==> config.mk <==
export PLATFORM = sky130hd
export DESIGN_NAME = entropy_symbol_scheduler
export DESIGN_NICKNAME = d
export VERILOG_FILES = /design/src/rtl/entropy_symbol_scheduler.sv
export SDC_FILE = /design/constraint.sdc
export NUM_CORES = 1
export LEC_CHECK = 0
export ABC_CLOCK_PERIOD_IN_PS = 4320
export BUFFER_PORTS_ARGS = -buffer_cell sky130_fd_sc_hd__buf_2
export CAP_MARGIN = 40
export CORE_MARGIN = 2
export CORE_UTILIZATION = 24
export CTS_CLUSTER_DIAMETER = 30
export DETAILED_ROUTE_END_ITERATION = 12
export PLACE_DENSITY = 0.59
export SYNTH_ARGS = -nofsm -noshare
export SYNTH_HDL_FRONTEND = slang
export SYNTH_SLANG_ARGS = --single-unit
==> constraint.sdc <==
create_clock -name top_clk -period 4.32 [get_ports top_clk]
set_input_delay 0.864 -clock top_clk [delete_from_list [all_inputs] [get_ports top_clk]]
set_output_delay 0.864 -clock top_clk [all_outputs]
set_load 0.005 [all_outputs]
==> src/rtl/entropy_symbol_scheduler.sv <==
// rtl/entropy_symbol_scheduler.sv - symbol-to-encoder word scheduler with frame control (optional SCHED_BOOL_PACK_EN)
module entropy_symbol_scheduler #(
  parameter int RANGE_WIDTH  = 16,
  parameter int SYMBOL_WIDTH = 4
) (
  input  logic                    top_clk,
  input  logic                    top_reset,
  input  logic                    in_valid,
  output logic                    in_ready,
  input  logic                    in_bool,
  input  logic [RANGE_WIDTH-1:0]  in_fl,
  input  logic [RANGE_WIDTH-1:0]  in_fh,
  input  logic [SYMBOL_WIDTH-1:0] in_symbol,
  input  logic [SYMBOL_WIDTH:0]   in_nsyms,
  input  logic                    in_last,
  output logic                    enc_valid,
  output logic                    enc_reset,
  output logic                    enc_flag_first,
  output logic                    enc_final_flag,
  output logic [RANGE_WIDTH-1:0]  enc_fl,
  output logic [RANGE_WIDTH-1:0]  enc_fh,
  output logic [SYMBOL_WIDTH:0]   enc_nsyms,
  output logic [SYMBOL_WIDTH-1:0] enc_symbol_1,
  output logic [SYMBOL_WIDTH-1:0] enc_symbol_2,
  output logic [SYMBOL_WIDTH-1:0] enc_symbol_3,
  output logic                    enc_bool_1,
  output logic                    enc_bool_2,
  output logic                    enc_bool_3,
  input  logic                    enc_flag_last,
  output logic                    busy
);

  typedef enum logic [1:0] {
    ST_ENC_RST = 2'd0,
    ST_RUN     = 2'd1,
    ST_FLUSH   = 2'd2
  } state_t;

  state_t state;
  logic   first_pend;
  logic   last_pend;
  logic   accept;
  logic   drained;

  // Candidate encoder word for this cycle; registered into enc_* when w_issue is set.
  logic                         w_issue;
  logic [RANGE_WIDTH-1:0]       w_fl;
  logic [RANGE_WIDTH-1:0]       w_fh;
  logic [SYMBOL_WIDTH:0]        w_nsyms;
  logic [2:0]                   w_bool;
  logic [2:0][SYMBOL_WIDTH-1:0] w_sym;

  // Boolean symbols carry only bit 0 on the lane.
  function automatic logic [SYMBOL_WIDTH-1:0] bool_sym(input logic b);
    logic [SYMBOL_WIDTH-1:0] s;
    s    = '0;
    s[0] = b;
    return s;
  endfunction

  assign accept = in_valid && in_ready;

`ifdef SCHED_BOOL_PACK_EN
  // H: one deferred CDF symbol that lost the cycle to a pending Boolean word.
  logic                    h_full;
  logic [RANGE_WIDTH-1:0]  h_fl;
  logic [RANGE_WIDTH-1:0]  h_fh;
  logic [SYMBOL_WIDTH-1:0] h_symbol;
  logic [SYMBOL_WIDTH:0]   h_nsyms;
  logic                    h_load;

  // G: up to two gathered Booleans; lane-1 ranges come from the first one.
  logic [1:0]              g_cnt;
  logic [1:0]              g_bits;
  logic [RANGE_WIDTH-1:0]  g_fl;
  logic [RANGE_WIDTH-1:0]  g_fh;
  logic [SYMBOL_WIDTH:0]   g_nsyms;
  logic [1:0]              g_cnt_nxt;
  logic [1:0]              g_bits_nxt;
  logic [RANGE_WIDTH-1:0]  g_fl_nxt;
  logic [RANGE_WIDTH-1:0]  g_fh_nxt;
  logic [SYMBOL_WIDTH:0]   g_nsyms_nxt;

  // Lane view of G alone (stale bits beyond g_cnt are masked off).
  logic [2:0]                   gw_bool;
  logic [2:0][SYMBOL_WIDTH-1:0] gw_sym;

  assign gw_bool   = {1'b1, g_cnt != 2'd2, g_cnt == 2'd0};
  assign gw_sym[0] = (g_cnt != 2'd0) ? bool_sym(g_bits[0]) : '0;
  assign gw_sym[1] = (g_cnt == 2'd2) ? bool_sym(g_bits[1]) : '0;
  assign gw_sym[2] = '0;

  assign in_ready = (state == ST_RUN) && !h_full && !last_pend;
  assign busy     = (state != ST_RUN) || (g_cnt != 2'd0) || h_full;
  assign drained  = (g_cnt == 2'd0) && !h_full;

  // Pick at most one word per cycle and work out the next G contents.
  always_comb begin
    w_issue     = 1'b0;
    w_fl        = in_fl;
    w_fh        = in_fh;
    w_nsyms     = in_nsyms;
    w_bool      = 3'b111;
    w_sym       = '0;
    h_load      = 1'b0;
    g_cnt_nxt   = g_cnt;
    g_bits_nxt  = g_bits;
    g_fl_nxt    = g_fl;
    g_fh_nxt    = g_fh;
    g_nsyms_nxt = g_nsyms;
    if (state == ST_RUN) begin
      if (h_full) begin
        w_issue  = 1'b1;
        w_fl     = h_fl;
        w_fh     = h_fh;
        w_nsyms  = h_nsyms;
        w_sym[0] = h_symbol;
      end else if (accept && in_bool) begin
        w_issue = 1'b1;
        if (g_cnt == 2'd0) begin
          w_sym[0] = in_symbol;
        end else begin
          w_fl      = g_fl;
          w_fh      = g_fh;
          w_nsyms   = g_nsyms;
          w_bool    = gw_bool;
          w_sym     = gw_sym;
          g_cnt_nxt = 2'd0;
          h_load    = 1'b1;
        end
      end else if (accept) begin
        if ((g_cnt == 2'd2) || in_last) begin
          w_issue = 1'b1;
          w_bool  = gw_bool;
          w_sym   = gw_sym;
          if (g_cnt != 2'd0) begin
            w_fl    = g_fl;
            w_fh    = g_fh;
            w_nsyms = g_nsyms;
          end
          w_bool[g_cnt] = 1'b0;
          w_sym[g_cnt]  = bool_sym(in_symbol[0]);
          g_cnt_nxt     = 2'd0;
        end else begin
          if (g_cnt == 2'd0) begin
            g_fl_nxt    = in_fl;
            g_fh_nxt    = in_fh;
            g_nsyms_nxt = in_nsyms;
          end
          g_bits_nxt[g_cnt[0]] = in_symbol[0];
          g_cnt_nxt            = g_cnt + 2'd1;
        end
      end else if (g_cnt != 2'd0) begin
        // Upstream bubble: never sit on a partial Boolean word.
        w_issue   = 1'b1;
        w_fl      = g_fl;
        w_fh      = g_fh;
        w_nsyms   = g_nsyms;
        w_bool    = gw_bool;
        w_sym     = gw_sym;
        g_cnt_nxt = 2'd0;
      end
    end
  end
`else
  assign in_ready = (state == ST_RUN) && !last_pend;
  assign busy     = (state != ST_RUN);
  assign drained  = 1'b1;

  // Every accepted symbol goes out alone on lane 1.
  always_comb begin
    w_issue = 1'b0;
    w_fl    = in_fl;
    w_fh    = in_fh;
    w_nsyms = in_nsyms;
    w_bool  = 3'b111;
    w_sym   = '0;
    if (accept) begin
      w_issue = 1'b1;
      if (in_bool) begin
        w_sym[0] = in_symbol;
      end else begin
        w_bool[0] = 1'b0;
        w_sym[0]  = bool_sym(in_symbol[0]);
      end
    end
  end
`endif

  // Frame FSM with registered encoder outputs and gather/hold storage.
  always_ff @(posedge top_clk or negedge top_reset) begin
    if (!top_reset) begin
      state          <= ST_ENC_RST;
      first_pend     <= 1'b0;
      last_pend      <= 1'b0;
      enc_valid      <= 1'b0;
      enc_reset      <= 1'b0;
      enc_flag_first <= 1'b0;
      enc_final_flag <= 1'b0;
      enc_fl         <= '0;
      enc_fh         <= '0;
      enc_nsyms      <= '0;
      enc_symbol_1   <= '0;
      enc_symbol_2   <= '0;
      enc_symbol_3   <= '0;
      enc_bool_1     <= 1'b1;
      enc_bool_2     <= 1'b1;
      enc_bool_3     <= 1'b1;
`ifdef SCHED_BOOL_PACK_EN
      h_full         <= 1'b0;
      h_fl           <= '0;
      h_fh           <= '0;
      h_symbol       <= '0;
      h_nsyms        <= '0;
      g_cnt          <= 2'd0;
      g_bits         <= 2'd0;
      g_fl           <= '0;
      g_fh           <= '0;
      g_nsyms        <= '0;
`endif
    end else begin
      enc_valid <= 1'b0;
      enc_reset <= 1'b0;
      case (state)
        ST_ENC_RST: begin
          enc_reset      <= 1'b1;
          enc_final_flag <= 1'b0;
          first_pend     <= 1'b1;
          last_pend      <= 1'b0;
          state          <= ST_RUN;
        end
        ST_RUN: begin
          if (w_issue) begin
            enc_valid      <= 1'b1;
            enc_flag_first <= first_pend;
            first_pend     <= 1'b0;
            enc_fl         <= w_fl;
            enc_fh         <= w_fh;
            enc_nsyms      <= w_nsyms;
            enc_bool_1     <= w_bool[0];
            enc_bool_2     <= w_bool[1];
            enc_bool_3     <= w_bool[2];
            enc_symbol_1   <= w_sym[0];
            enc_symbol_2   <= w_sym[1];
            enc_symbol_3   <= w_sym[2];
          end
          if (accept && in_last) begin
            last_pend <= 1'b1;
          end
          if (last_pend && drained) begin
            last_pend      <= 1'b0;
            enc_final_flag <= 1'b1;
            state          <= ST_FLUSH;
          end
`ifdef SCHED_BOOL_PACK_EN
          g_cnt   <= g_cnt_nxt;
          g_bits  <= g_bits_nxt;
          g_fl    <= g_fl_nxt;
          g_fh    <= g_fh_nxt;
          g_nsyms <= g_nsyms_nxt;
          if (h_full) begin
            h_full <= 1'b0;
          end else if (h_load) begin
            h_full   <= 1'b1;
            h_fl     <= in_fl;
            h_fh     <= in_fh;
            h_symbol <= in_symbol;
            h_nsyms  <= in_nsyms;
          end
`endif
        end
        ST_FLUSH: begin
          if (enc_flag_last) begin
            enc_final_flag <= 1'b0;
            state          <= ST_ENC_RST;
          end
        end
        default: begin
          state <= ST_ENC_RST;
        end
      endcase
    end
  end

endmodule
; After elaboration in Yosys (flattened, before gate mapping)
; Index checks and enable logic that the tools add are counted.
[totals]
register_bits = 50
inputBits = 47
output_inout_bits = 58
elab_cells = 48
[classes]
n_eq_ne = 6
muxes = 19
n_reduce_logical = 11
[ops]
columns = cell, count
row1 = 1-bit two-way mux, 11
row2 = 4-bit two-way mux, 2
row3 = 2-bit != test (second input constant), 3
row4 = 2-bit case mux with 3 select lines, 1
row5 = 2-bit AND reduction, 3
row6 = 2-bit two-way mux, 2
row7 = 1-bit case mux with 2 select lines, 2
row8 = 1-bit logical AND, 3
row9 = 1-bit case mux with 3 select lines, 1
row10 = 3-bit AND reduction, 1
row11 = 3-bit nonzero test, 1
row12 = 2-bit by 1-bit == test with 1-bit output (second input constant), 1
row13 = 2-bit == test (second input constant), 1
row14 = 2-bit logical NOT, 1
row15 = 2-bit by 1-bit != test with 1-bit output (second input constant), 1
row16 = 2-bit nonzero test, 1
row17 = 1-bit logical NOT, 1

; Logic depth before layout (Yosys ltp)
; Gate-level depths: netlist of run 1.
[depth]
ltp_word = 7
ltp_mapped = 6
ltp_nobuf = 3

; Worst setup path after synthesis of run 1
; Ideal clock, no wire load.
[synth_timing]
kind = input to register
startpoint = input port in_valid
endpoint = register enc_fl[10]
setup_ns = 0.125
t_arrival_ns = 1.552
setup_slack_ns = 2.642
stages = 4
cell_sequence = nand4bb_4 buf_6 buf_6 mux2_4
[synth_between]
elab_chain_cells = 3
[synth_lines]
columns = item, line
row1 = from (decl), 8  ; input logic in_valid,
row2 = 1-bit logical AND, 61  ; assign accept = in_valid && in_ready;
row3 = 1-bit two-way mux, 178  ; if (accept) begin
row4 = 2-bit AND reduction (no line), -
row5 = to (signal assigned), 237  ; enc_fl <= w_fl;
row6 = to (decl), 20  ; output logic [RANGE_WIDTH-1:0] enc_fl,
; No other way between the ends.
; A chain may end at the register's enable or synchronous reset.

; Final worst setup path of run 1
[layout_timing]
startpoint = register state[1]
endpoint = output port in_ready
[layout_between]
elab_chain_cells = 2
[layout_lines]
columns = item, line
row1 = from (decl), 39  ; state_t state;
row2 = from (signal assigned), 193  ; state <= ST_ENC_RST;
row3 = from (signal assigned), 230  ; state <= ST_RUN;
row4 = from (signal assigned), 253  ; state <= ST_FLUSH;
row5 = 2-bit by 1-bit == test with 1-bit output, 166  ; assign in_ready = (state == ST_RUN) && !last_pend;
row6 = 1-bit logical AND, 166
row7 = to (decl), 9  ; output logic in_ready,
; No other way between the ends.

==> results.md, run 1 <==
* Status: finished clean
* Vias at 1308
* Hold Path Depth at 1
* Top-level port count at 105
* Most common cell after layout, fill and taps aside: buf_2
* Max-Cap Viols at 0
* Initial antenna violation count at 0
* Final instance area at 2710 sq um
* Synthesized cell area at 2030 sq um
* PD cells at 704 nW/um^2
* Drt first pass iters at 2
* Final Slew Violations at 0
* CTS Buffer Depth at 2
* Post-DP HPWL at 3010 um
* Routed Antenna Nets at 0
* FF-to-FF End: enc_symbol_1[0]
* Pleak at 1.38 nW
* First-pass GRT wire length at 5910 um
* Worst hold path type: reg -> reg
* Nets at 275
* Overall power at 1.91 mW
* Cts repair resizes at 0
* Post-Syn Instances at 133
* Setup TNS at 0 ns
* Yosys warning count at 0
* Number of vias per cell at 3.92
* Cell row count at 33
* Commonest non-fill, non-tap cells in the layout: buf_2, dfrtp_1, mux2_2
* CORE AREA at 8220 sq um
* Slowest CP cell: dfrtp_1
* CTS Buf Count at 5
* Hold endpoint: first_pend
* Gpl congestion at 0.664
* CP bufs+invs at 1
* Setup crit end kind: output port
* Reg-to-reg startpoint: last_pend
* Placed cells at 326
* Hold Startpoint: first_pend
* H-tree Lvls at 2
* Non-filler cells, final at 334
* # port buffers at 94
* Worst vdd ir at 0.178 mV
* Layout cells sized above 1 at 0.638
* Vias in the first global route at 1230
* Placement-stage cell area at 2570 sq um
* Die area at 9200 sq um
* Reg2Reg Depth at 3
* Worst EP arrival at 1.14 ns
* Critical Path Max Stage Delay at 0.47 ns
* Vert. Die Dim at 95.9 um
* Diode count at 0
* Clock transition at path regs at 0.08 ns
* Grt ovf at 0
* Unique masters post-synth at 19
* Crit Path Category: reg -> out
* Area Growth Syn to Fin at 33.7%
* Max transition margin at 0.607
* Final WL at 3820 um
* Setup Viol. Count Final at 0
* Die X at 95.9 um
* CP required at 3.46 ns
* Postcts setup bufs at 0
* Hold slack at 0.477 ns
* Tcrit/Tclk final at 0.463
* Crit Path Max Fanout at 9
* Sequential share of the synthesized area at 0.618
* Mapped Avg Cell Area at 15.2 sq um
* Setup ws final at 2.32 ns
* Place WS at 2.12 ns
* Iteration-0 DRC Markers at 31
* CTS tree: done
* CP Launch Type: flop
* Initial Util at 0.247
* Filler instances at 840
* WL/cell at 11.4 um
* Largest net degree at the start of global routing at 27
* Hold-fix buffers, CTS at 0
* Minimum clock period at 2.00 ns
* Max Fclk at 500 MHz
* Clk_skew at 0.00880 ns
* Final core occ at 0.330
* Global-route usage over all layers at 0.0848
* Worst slew pin tran at 0.590 ns
* Hold Violations, Final at 0
* Clk root buf: clkbuf_8
* Clk sinks at 50
* RSZ-0062 raised after global routing: false
* Cell Chain, Critical Path: nand2b_1 > nor2_1 > buf_2
* Largest delay share family, worst path: flip-flops
* DRC at 0
* Clock latency on the worst-skew pair at 0.30 ns
* R2r setup slk at 2.55 ns
* Yosys reg bits at 50
## metal layers
| metal | vias up | share of wire | GRT usage |
|---|---|---|---|
| met1 | 638 | 0.40 | 0.102 |
| met5 | - | 0 | 0 |
| met3 | 5 | 0.063 | 0.0196 |
| li1 | 615 | - | - |
| met4 | 0 | 0.021 | 0.0429 |
| met2 | 50 | 0.52 | 0.142 |
## how the worst max path moves through the flow
stage / slack [ns] / to / depth (start not counted) / start
after CTS: 2.28 / in_ready / 3 / state[1]
after detailed placement: 2.12 / enc_fl[13] / 4 / in_valid
after global routing: 2.18 / in_ready / 3 / state[1]
after global placement: 1.90 / enc_fl[13] / 3 / in_valid
after floorplan: 2.64 / enc_fl[10] / 4 / in_valid
final: 2.32 / in_ready / 3 / state[1]
## worst register-to-register path, delay by kind of cell, from the launching register on
| kind | cells | cell delay, ns |
|---|---|---|
| flip-flops | 1 | 0.45 |
| buffers and inverters | 1 | 0.35 |
| multiplexers | 1 | 0.32 |
| AND/OR/NAND/NOR | 1 | 0.56 |
## registers in the layout (all words and copies together), names as in the netlist, 2 cells and up
| register | cells |
|---|---|
| enc_fh | 16 |
| enc_fl | 16 |
| enc_nsyms | 5 |
| enc_symbol_1 | 4 |
| state | 2 |
## cell families after synthesis
| logic type | Yosys count | share of synthesized area |
|---|---|---|
| flops | 50 | 0.618 |
| buf+inv | 17 | 0.0660 |
| other cells | 2 | 0.00370 |
| compound gates | 8 | 0.0228 |
| simple gates | 16 | 0.0457 |
| mux | 40 | 0.244 |
## report_power, final
group / leakage, nW / internal (mW) / switching, mW / total [mW]
sequential: 0.592 / 0.703 / 0.121 / 0.824
clock: 0.0714 / 0.247 / 0.148 / 0.395
combinational: 0.714 / 0.433 / 0.258 / 0.691
total: 1.38 / 1.38 / 0.527 / 1.91
## Yosys cell counts (all sizes together)
cell type,n,share of area
a21o,1,0.0037
nor2b,1,0.0031
dfstp,1,0.013
nand4bb,1,0.014
nand3b,1,0.0037
dfrtp,49,0.60
o21ai,5,0.012
a22o,1,0.0043
conb,2,0.0037
buf,16,0.064
nor2,3,0.0056
mux2,40,0.24
a21oi,1,0.0025
inv,1,0.0018
nand2b,1,0.0031
nand2,9,0.017
## cell type report
cell class	instances	area, sq um	share of cell area
flip-flops and latches	50	1250	0.462
multi-input cells	74	672	0.248
well taps	105	131	0.0484
clock buffers	6	82.6	0.0304
inverters	1	3.75	0.00138
clock inverters	2	60.1	0.0221
repair buffers	96	510	0.188
(Power assumes the default switching activity.)
==> run 2: changes to the inputs <==
Settings changed: ABC_CLOCK_PERIOD_IN_PS 4320 to 2000.
Clock period 4.32 ns to 2 ns, I/O delays scaled along.
==> results.md, run 2 (synthesis gave the netlist of run 1 again) <==
* Status: finished clean
* Overall power at 3.87 mW (+100%)
* Area Growth Syn to Fin at 31.0%
* PD cells at 1460 nW/um^2 (+110%)
* Worst EP arrival at 1.16 ns (+0.02 ns)
* Gpl congestion at 0.667 (+0.41%)
* Die area at 9200 sq um (unchanged)
* # port buffers at 94 (unchanged)
* Final Slew Violations at 0 (unchanged)
* Commonest non-fill, non-tap cells in the layout: buf_2, dfrtp_1, mux2_2
* Largest net degree at the start of global routing at 49 (+81%)
* Clk_skew at 0.00872 ns (-0.0000781 ns)
* DRC at 0 (unchanged)
* Pleak at 1.35 nW (-1.7%)
* Initial antenna violation count at 0 (unchanged)
* Setup ws final at 0.440 ns (-1.88 ns)
* Tcrit/Tclk final at 0.780
* CTS tree: done
* CTS Buffer Depth at 2 (unchanged)
* Drt first pass iters at 4 (+2)
* Die X at 95.9 um (unchanged)
* Vert. Die Dim at 95.9 um (unchanged)
* Postcts setup bufs at 0 (unchanged)
* Post-DP HPWL at 3010 um (-0.15%)
* WL/cell at 11.9 um (+3.7%)
* Clock latency on the worst-skew pair at 0.30 ns (about the same)
* Worst slew pin tran at 0.564 ns (-0.0264 ns)
* Diode count at 0 (unchanged)
* Place WS at 0.544 ns (-1.57 ns)
* Nets at 276 (+0.36%)
* Vias in the first global route at 1236 (+0.49%)
* FF-to-FF End: enc_fh[14]
* Number of vias per cell at 3.88 (-0.98%)
* Max Fclk at 641 MHz
* Filler instances at 844 (+0.48%)
* Top-level port count at 105 (unchanged)
* Final core occ at 0.323 (-0.00685)
* Cts repair resizes at 0 (unchanged)
* First-pass GRT wire length at 5960 um (+0.93%)
* Hold Violations, Final at 0 (unchanged)
* Vias at 1299 (-0.69%)
* Reg-to-reg startpoint: state[1]
* RSZ-0062 raised after global routing: false
* Clk root buf: clkbuf_8
* Hold-fix buffers, CTS at 0 (unchanged)
* Hold slack at 0.0823 ns (-0.394 ns)
* R2r setup slk at 0.54 ns (-2.01 ns)
* Max transition margin at 0.624 (+0.0176)
* CTS Buf Count at 5 (unchanged)
* Iteration-0 DRC Markers at 15 (-52%)
* Routed Antenna Nets at 0 (unchanged)
* Worst vdd ir at 0.373 mV (+110%)
* Initial Util at 0.247 (unchanged)
* Clk sinks at 50 (unchanged)
* Crit Path Max Fanout at 9 (unchanged)
* Minimum clock period at 1.56 ns
* Setup Viol. Count Final at 0 (unchanged)
* CORE AREA at 8220 sq um (unchanged)
* Cell row count at 33 (unchanged)
* CP required at 1.60 ns (-1.86 ns)
* Max-Cap Viols at 0 (unchanged)
* Reg2Reg Depth at 3 (unchanged)
* H-tree Lvls at 2 (unchanged)
* Crit Path Category: reg -> out
* Most common cell after layout, fill and taps aside: buf_2
* Worst hold path type: in -> async
* Setup crit end kind: output port
* Layout cells sized above 1 at 0.635 (-0.00277)
* Biggest regs: enc_fh x16, enc_fl x16, enc_nsyms x5
* CP Launch Type: flop
* Grt ovf at 0 (unchanged)
* Setup TNS at 0 ns (unchanged)
* Clock transition at path regs at 0.09 ns (about the same)
* Global-route usage over all layers at 0.0856 (+0.000814)
* Final WL at 3980 um (+4.0%)
run 2: changes by cell type in the layout (fill, tap and decap cells not counted), sizes merged:
| cell | delta |
|---|---|
| buf | +1 |
| bufinv | -2 |
| clkbuf | +1 |
| clkinv | +1 |
run 2: power breakdown:
part	leakage, nW	switching (mW)	internal (mW)
Clock	0.0482	0.313	0.280
Sequential	0.592	0.264	1.52
Combinational	0.714	0.564	0.933
run 2: cell type report:
cell class	count	area, sq um	share of cell area
Tap cell	105	131	0.0495
Clock buffer	7	86.3	0.0325
Inverter	1	3.75	0.00141
Timing Repair Buffer	97	505	0.190
Sequential cell	50	1250	0.472
Clock inverter	1	5.00	0.00188
Multi-Input combinational cell	74	672	0.253
run 2: per-layer routing:
metal,wire [um],GRT usage
met4,76,0.0429
met5,0,0
met1,1610,0.0986
met3,268,0.0251
met2,2020,0.145
run 2: critical path, stage by stage (launching register included):
cell and delay (ns):
dfrtp_1 0.47, nand2b_1 0.19, nor2_1 0.09, buf_2 0.11
run 2: through the flow:
step                cell area, sq um  instances
detailed placement              2560        327
global placement                2560        327
global route                    2660        335
finish                          2660        335
floorplan                       2060        141
CTS                             2660        335
run 2: how the worst max path moves through the flow:
stage	start	to	slack, ns	cells past startpoint
after floorplan	state[1]	enc_fl[10]	0.62	5
after CTS	state[1]	in_ready	0.42	3
after detailed placement	state[1]	enc_fh[14]	0.54	3
after global placement	state[1]	enc_fh[1]	0.58	3
final	state[1]	in_ready	0.44	3
after global routing	state[1]	in_ready	0.33	3
